<file path="src/rtl/codif_pkg.sv">
// Shared definitions for the RV32I instruction encoder: type codes, opcodes,
// error codes and the NOP word used as the reset value of the output register.
package codif_pkg;

    typedef enum logic [2:0] {
        TIPO_I = 3'd0,
        TIPO_R = 3'd1,
        TIPO_S = 3'd2,
        TIPO_L = 3'd3,
        TIPO_B = 3'd4,
        TIPO_J = 3'd5
    } tipo_e;

    localparam logic [6:0] OP_I = 7'b0010011;
    localparam logic [6:0] OP_R = 7'b0110011;
    localparam logic [6:0] OP_S = 7'b0100011;
    localparam logic [6:0] OP_L = 7'b0000011;
    localparam logic [6:0] OP_B = 7'b1100011;
    localparam logic [6:0] OP_J = 7'b1101111;

    localparam logic [1:0] ERR_NONE = 2'b00;
    localparam logic [1:0] ERR_TIPO = 2'b01;
    localparam logic [1:0] ERR_IMM  = 2'b10;

    localparam logic [31:0] NOP = 32'h00000013;

    // Immediate-form shifts (slli/srli/srai) carry funct7 plus a 5-bit shamt.
    function automatic logic is_shift(input logic [2:0] f3);
        return (f3 == 3'b001) || (f3 == 3'b101);
    endfunction

endpackage

</file>
<file path="src/rtl/codificador_campos.sv">
// Combinational field packer: builds the 32-bit RV32I word for one request and
// flags illegal types; immediate range checks exist only with CODIF_CHECK_IMM_EN.
module codificador_campos
    import codif_pkg::*;
(
    input  logic [2:0]  tipo_i,
    input  logic [4:0]  rd_i,
    input  logic [4:0]  rs1_i,
    input  logic [4:0]  rs2_i,
    input  logic [2:0]  funct3_i,
    input  logic [6:0]  funct7_i,
    input  logic [31:0] imm_i,
    output logic [31:0] instr_o,
    output logic        tipo_ok_o,
    output logic        imm_ok_o
);

    logic shift_s;
    assign shift_s = is_shift(funct3_i);

    // Field packing per instruction format
    always_comb begin
        instr_o   = NOP;
        tipo_ok_o = 1'b1;
        case (tipo_i)
            TIPO_I: begin
                if (shift_s) begin
                    instr_o = {funct7_i, imm_i[4:0], rs1_i, funct3_i, rd_i, OP_I};
                end else begin
                    instr_o = {imm_i[11:0], rs1_i, funct3_i, rd_i, OP_I};
                end
            end
            TIPO_R: instr_o = {funct7_i, rs2_i, rs1_i, funct3_i, rd_i, OP_R};
            TIPO_S: instr_o = {imm_i[11:5], rs2_i, rs1_i, funct3_i, imm_i[4:0], OP_S};
            TIPO_L: instr_o = {imm_i[11:0], rs1_i, funct3_i, rd_i, OP_L};
            TIPO_B: instr_o = {imm_i[12], imm_i[10:5], rs2_i, rs1_i, funct3_i,
                               imm_i[4:1], imm_i[11], OP_B};
            TIPO_J: instr_o = {imm_i[20], imm_i[10:1], imm_i[11], imm_i[19:12], rd_i, OP_J};
            default: tipo_ok_o = 1'b0;
        endcase
    end

`ifdef CODIF_CHECK_IMM_EN
    logic fits12_s, fits13_s, fits21_s;
    assign fits12_s = (imm_i[31:11] == {21{imm_i[11]}});
    assign fits13_s = (imm_i[31:12] == {20{imm_i[12]}});
    assign fits21_s = (imm_i[31:20] == {12{imm_i[20]}});

    // Immediate range and alignment per format
    always_comb begin
        imm_ok_o = 1'b1;
        case (tipo_i)
            TIPO_I: begin
                if (shift_s) begin
                    imm_ok_o = (imm_i[31:5] == 27'd0);
                end else begin
                    imm_ok_o = fits12_s;
                end
            end
            TIPO_S:  imm_ok_o = fits12_s;
            TIPO_L:  imm_ok_o = fits12_s;
            TIPO_B:  imm_ok_o = fits13_s && !imm_i[0];
            TIPO_J:  imm_ok_o = fits21_s && !imm_i[0];
            default: imm_ok_o = 1'b1;
        endcase
    end
`else
    // Without checks the upper immediate bits and bit 0 are silently dropped.
    logic unused_imm_s;
    assign unused_imm_s = ^{imm_i[31:21], imm_i[0]};
    assign imm_ok_o     = 1'b1;
`endif

endmodule

</file>
<file path="src/rtl/codificador_instr.sv">
// Instruction encoder top: valid/ready intake, registered memory write port with
// auto-incrementing address, fill counter and error pulse. Macro: CODIF_CHECK_IMM_EN.
module codificador_instr
    import codif_pkg::*;
#(
    parameter int ADDR_W = 8,
    parameter int DEPTH  = 256,
    parameter int BASE   = 0
) (
    input  logic              clk_i,
    input  logic              rst_i,
    input  logic              clear_i,
    input  logic              valid_i,
    output logic              ready_o,
    input  logic [2:0]        tipo_i,
    input  logic [4:0]        rd_i,
    input  logic [4:0]        rs1_i,
    input  logic [4:0]        rs2_i,
    input  logic [2:0]        funct3_i,
    input  logic [6:0]        funct7_i,
    input  logic [31:0]       imm_i,
    output logic              we_o,
    output logic [ADDR_W-1:0] addr_o,
    output logic [31:0]       instr_o,
    output logic [ADDR_W:0]   count_o,
    output logic              full_o,
    output logic              err_o,
    output logic [1:0]        err_code_o
);

    localparam logic [ADDR_W:0]   DEPTH_C = (ADDR_W+1)'(DEPTH);
    localparam logic [ADDR_W-1:0] BASE_C  = ADDR_W'(BASE);

    logic [31:0]       word_s;
    logic              tipo_ok_s, imm_ok_s, accept_s;
    logic              we_q, we_d, full_q, full_d, err_q, err_d;
    logic [ADDR_W-1:0] addr_q, addr_d;
    logic [31:0]       instr_q, instr_d;
    logic [ADDR_W:0]   count_q, count_d, count_inc_s;
    logic [1:0]        code_q, code_d;

    codificador_campos u_campos (
        .tipo_i    (tipo_i),
        .rd_i      (rd_i),
        .rs1_i     (rs1_i),
        .rs2_i     (rs2_i),
        .funct3_i  (funct3_i),
        .funct7_i  (funct7_i),
        .imm_i     (imm_i),
        .instr_o   (word_s),
        .tipo_ok_o (tipo_ok_s),
        .imm_ok_o  (imm_ok_s)
    );

    assign ready_o     = !clear_i && !full_q;
    assign accept_s    = valid_i && ready_o;
    assign count_inc_s = count_q + (ADDR_W+1)'(1);

    // Next-state: clear wins over acceptance; address wraps modulo 2**ADDR_W
    always_comb begin
        we_d    = 1'b0;
        addr_d  = addr_q;
        instr_d = instr_q;
        count_d = count_q;
        full_d  = full_q;
        err_d   = 1'b0;
        code_d  = ERR_NONE;
        if (clear_i) begin
            count_d = '0;
            full_d  = 1'b0;
        end else if (accept_s) begin
            if (!tipo_ok_s) begin
                err_d  = 1'b1;
                code_d = ERR_TIPO;
            end else if (!imm_ok_s) begin
                err_d  = 1'b1;
                code_d = ERR_IMM;
            end else begin
                we_d    = 1'b1;
                addr_d  = BASE_C + count_q[ADDR_W-1:0];
                instr_d = word_s;
                count_d = count_inc_s;
                full_d  = (count_inc_s == DEPTH_C);
            end
        end else begin
            we_d = 1'b0;
        end
    end

    // State registers with synchronous reset
    always_ff @(posedge clk_i) begin
        if (rst_i) begin
            we_q    <= 1'b0;
            addr_q  <= '0;
            instr_q <= NOP;
            count_q <= '0;
            full_q  <= 1'b0;
            err_q   <= 1'b0;
            code_q  <= ERR_NONE;
        end else begin
            we_q    <= we_d;
            addr_q  <= addr_d;
            instr_q <= instr_d;
            count_q <= count_d;
            full_q  <= full_d;
            err_q   <= err_d;
            code_q  <= code_d;
        end
    end

    assign we_o       = we_q;
    assign addr_o     = addr_q;
    assign instr_o    = instr_q;
    assign count_o    = count_q;
    assign full_o     = full_q;
    assign err_o      = err_q;
    assign err_code_o = code_q;

endmodule

</file>
<file path="config.mk">
export PLATFORM = sky130hd
export DESIGN_NAME = codificador_instr
export DESIGN_NICKNAME = d
export VERILOG_FILES = /design/src/rtl/codif_pkg.sv /design/src/rtl/codificador_campos.sv /design/src/rtl/codificador_instr.sv
export SDC_FILE = /design/constraint.sdc
export NUM_CORES = 1
export LEC_CHECK = 0
export CAP_MARGIN = 20
export CORE_MARGIN = 10
export CORE_UTILIZATION = 40
export DETAILED_ROUTE_END_ITERATION = 16
export PLACE_DENSITY = 0.89
export SETUP_SLACK_MARGIN = 0.2
export SLEW_MARGIN = 20
export SYNTH_ARGS = -nofsm -noshare
export SYNTH_HDL_FRONTEND = slang
export SYNTH_HIERARCHICAL = 1
export SYNTH_SLANG_ARGS = --single-unit
</file>
<file path="constraint.sdc">
create_clock -name clk_i -period 1.8 [get_ports clk_i]
set_clock_uncertainty 0.1 [all_clocks]
set_input_delay 0.18 -clock clk_i [delete_from_list [all_inputs] [get_ports clk_i]]
set_output_delay 0.18 -clock clk_i [all_outputs]
set_load 0.01 [all_outputs]
</file>
# Word-level counts from Yosys, hierarchy flattened
# Index checks and enable logic that the tools add are counted.
word_totals:
  output_inout_bits: 55
  ff_bits: 54
  word_cells: 35
  inputBits: 64
op_classes:
  bitwise: 2
  reduce_logical: 11
  add_sub_neg: 1
  muxes: 6
  eq_ne: 8
ops:
  columns: ["op", "n"]
  rows:
  - ["$pmux W32 S6", 1]
  - ["$mux W32", 1]
  - ["$add A9 B1 Y9 const B", 1]
  - ["$eq A3 B3 Y1 const B", 3]
  - ["$eq A9 B9 Y1 const B", 1]
  - ["$eq A3 B1 Y1 const B", 2]
  - ["$eq A3 B2 Y1 const B", 2]
  - ["$reduce_or A6 Y1", 1]
  - ["$mux W1", 4]
  - ["$logic_not A3 Y1", 1]
  - ["$reduce_and A3 Y1", 1]
  - ["$reduce_or A3 Y1", 1]
  - ["$logic_and A1 B1 Y1", 2]
  - ["$logic_not A1 Y1", 2]
  - ["$not A1 Y1", 2]
  - ["$reduce_and A2 Y1", 1]
  - ["$reduce_or A2 Y1", 1]
  - ["$logic_or A1 B1 Y1", 1]

# Depth between registers and ports, before layout
logic_depth:
  word_depth: 5
  ltp_mapped: 8
  depth_no_buf: 6

# Cells and area by module
# Netlist, hierarchy kept.
by_module_without_submodules:
  columns: ["module", "cells_per_inst", "area_per_inst_um2", "seq_area_each_um2", "instances"]
  rows:
  - ["codificador_instr", 260, 2109.5, 1081.0, 1]
  - ["codificador_campos", 134, 845.8, 0.0, 1]

# Worst setup path before layout
# No wires, ideal clock.
synth_timing:
  path_kind: "register -> register"
  startpoint: "reg count_q[0], in the netlist count_o[0]"
  endpoint: "reg full_q, in the netlist full_o"
  period_less_slack_ns: 1.963
  path_stages_with_launch: 6
  path_buffers: 0
  required_ns: 1.628
  setup_ns: 0.072
  slack_ns: -0.163
  arrival_time_ns: 1.792
  cell_sequence: "dfxtp_1 > ha_1 > nand4_2 > or3_1 > a2111oi_1 > a2bb2oi_1"
synth_between:
  elab_chain_len: 2
synth_rtl:
  columns: ["element", "line", "source"]
  rows:
  - ["start, declared", "codificador_instr.sv:39", "logic [ADDR_W:0] count_q, count_d, count_inc_s;"]
  - ["start signal, assigned", "codificador_instr.sv:104", "count_q <= count_d;"]
  - ["$add A9 B1 Y9", "codificador_instr.sv:57", "assign count_inc_s = count_q + (ADDR_W+1)'(1);"]
  - ["$eq A9 B9 Y1", "codificador_instr.sv:83", "full_d = (count_inc_s == DEPTH_C);"]
  - ["end signal, assigned", "codificador_instr.sv:105", "full_q <= full_d;"]
  - ["end, declared", "codificador_instr.sv:36", "logic we_q, we_d, full_q, full_d, err_q, err_d;"]
# Every way passes these cells.
# A chain may end at the register's enable or synchronous reset.

# Worst setup path in the final report
# Same ends and word-level chain as after synthesis.

==> run summary <==
status = finished, final reports clean
Synth Cell Area = 2960 um2
vias in the first global route = 3296
capturing point of the worst reg2reg path = full_o$_SDFFE_PP0P_
Tot Pwr = 2.47 mW
number of synthesized flops with an enable pin = 0
sequential cell area = 1110 um2
chip height = 106 um
post-synthesis cell type count = 50
CTS sink count = 54
WL per Instance = 17.3 um
cell taking the most area after synthesis = dfxtp_1
first-pass GRT wire length = 15.8 mm
maxcap violations = 0
top-count cell post-synth = nand2_1
Worst R2R Setup Slack = 0.12 ns
Pwr Density = 517 nW/um2
worst setup margin = 0.121 ns
worst hold path endpoint = instr_o[3]$_SDFFE_PP0P_
final-report hold violation count = 0
vias per cell = 5.36
sequential fraction of the synthesis area = 36.6%
root buffer cell = clkbuf_8
via count = 3343
Initial Util = 41.0%
Setup TNS = 0 ns
final period utilization = 93.3%
Clock Latency Late Sink = 0.31 ns
chip width = 106 um
CTS tree = done
commonest cells in the netlist = 87 x nand2_1, 58 x a21oi_1, 54 x dfxtp_1, 39 x nor2_1, 16 x clkbuf_1
top cell type's share of synthesized area = 36.6%
FF+latch count, synth = 54
RSZ-0062 raised after global routing = true
total track usage = 16.8%
# IOs = 119
maximum vdd drop = 0.305 mV
CP Class = reg2reg
violation count after the first detailed-routing iteration = 231
Worst-path clk slew = 0.10 ns
Final GP Congestion = 0.850
Avg Cell Area, Syn = 7.50 um2
crit path DAT = 1.81 ns
Final Critical Period = 1.68 ns
antenna viol nets, final = 0
Startpoint Class = flop
area grow syn2layout = 61.9%
Crit path required time = 1.93 ns
FILL cells = 603
Final #Nets = 594
cell count after synthesis = 394
FP Rows = 31
port buffer count = 107
Critical Path End Type = flop
Area contributors post-synth = dfxtp_1 37%, nand2_1 11%, a21oi_1 9.8%
hold path depth = 4
FF-to-FF path depth = 5
dpl cell area = 4350 um2
HPWL reported at the end of detailed placement = 7.58 mm
Max FO, Critical Path = 5
Final Routed Wirelength = 10.8 mm
final routed DRC violation total = 0
clk buf depth = 2
final std cells w/o fill = 624
Leakage = 1.90 nW
GRT overflow = 0
H-Tree Level Count = 2
HP Class = in2reg
share of cells above drive strength 1 = 21.8%
final hold slack = 0.283 ns
Core Area = 7210 um2
HP Start = tipo_i[1]
Placed Cells incl. Taps = 609
cts hold-fix bufs = 0
initial antenna violation count = 1
# setup viols final = 0
first-pass iteration count of the detailed router = 5
R2R Path Start = count_o[0]$_SDFFE_PP0P_
cell area after layout = 4780 um2
final core occ = 66.3%
Setup WS pre-CTS = -0.315 ns
die area = 11200 um2
Async SR Flop Fraction = 0%
YS warnings = 6
largest net degree at the start of global routing = 35
CTS Buf Count = 5
Max Slew Vio Count = 0
Achievable Freq = 596 MHz
multi-input gate area in the final layout = 1900 um2
Synth Flop Type = dfxtp_1
## state kept, by name, summed over array words and instances, names as in the netlist
signal / cells
full_o: 1
count_o: 9
err_code_o: 2
addr_o: 8
err_o: 1
instr_o: 32
we_o: 1
## worst max-delay path, cell delays in order (launching register included)
cell and delay [ns]:
dfxtp_4 0.37, ha_4 0.18, nand4_4 0.10, or3_4 0.35, a2111oi_4 0.31, a2bb2oi_1 0.20
## where the power goes
group	switching, mW	internal (mW)	total [mW]
Clock	0.405	0.267	0.672
Sequential	0.0104	1.20	1.21
Combinational	0.278	0.308	0.585
Total	0.693	1.78	2.47
## cell usage in the layout, fill, tap and decap left out, types with 8 or more instances in the layout
cell type,count
dfxtp_1,46
nand3_1,13
mux2i_1,10
buf_4,39
nand2_4,8
a21oi_2,17
dlygate4sd2_1,8
nand2b_1,9
nand2_1,75
clkdlybuf4s50_1,95
nor2_1,39
a21oi_1,41
## worst max path at each step
stage / from / to / slack, ns / cells past startpoint
3_5_place_dp: tipo_i[2] / instr_o[20]$_SDFFE_PP0P_ / -0.32 / 8
4_1_cts: count_o[0]$_SDFFE_PP0P_ / full_o$_SDFFE_PP0P_ / 0.20 / 5
3_3_place_gp: tipo_i[1] / instr_o[20]$_SDFFE_PP0P_ / -0.29 / 8
2_1_floorplan: count_o[1]$_SDFFE_PP0P_ / full_o$_SDFFE_PP0P_ / 0.21 / 5
6_report: count_o[0]$_SDFFE_PP0P_ / full_o$_SDFFE_PP0P_ / 0.12 / 5
5_1_grt: count_o[0]$_SDFFE_PP0P_ / full_o$_SDFFE_PP0P_ / 0.08 / 5
## final cells by class
class                      count  share of cell area, %
antenna                        1                 0.0523
multi-input combinational    303                   39.7
clock inverter                 2                  0.314
inverter                       4                  0.418
sequential                    54                   23.1
timing repair buffer         156                   32.3
clock buffer                   5                   1.44
tap                           99                   2.59
## per-layer routing
layer	up-vias	part of all wire, %	track usage [%]
met5	-	0	0
met2	147	50	30.5
met1	1579	38	17.5
li1	1595	-	-
met4	0	2.1	4.35
met3	22	9.3	6.94
## repair_timing
| action | CTS | global route |
|---|---|---|
| gates cloned | 0 | 4 |
| pin swaps | 7 | 15 |
| endpoints found under the setup margin | 52 | 32 |
| gates resized for setup | 25 | 51 |
| buffers inserted | 1 | 2 |
## logic make-up (layout without fill, tap and decap cells)
family,count (synthesis),count (layout),share of synthesized area (%)
compound gates,93,93,19.2
flops,54,54,36.6
fa+ha+maj,6,6,2.54
simple gates,179,179,27.6
buf+inv,39,167,6.77
mux,12,12,4.15
xor+xnor,10,10,2.96
other cells,1,4,0.127
No activity file was read; power rests on OpenSTA's default activity.
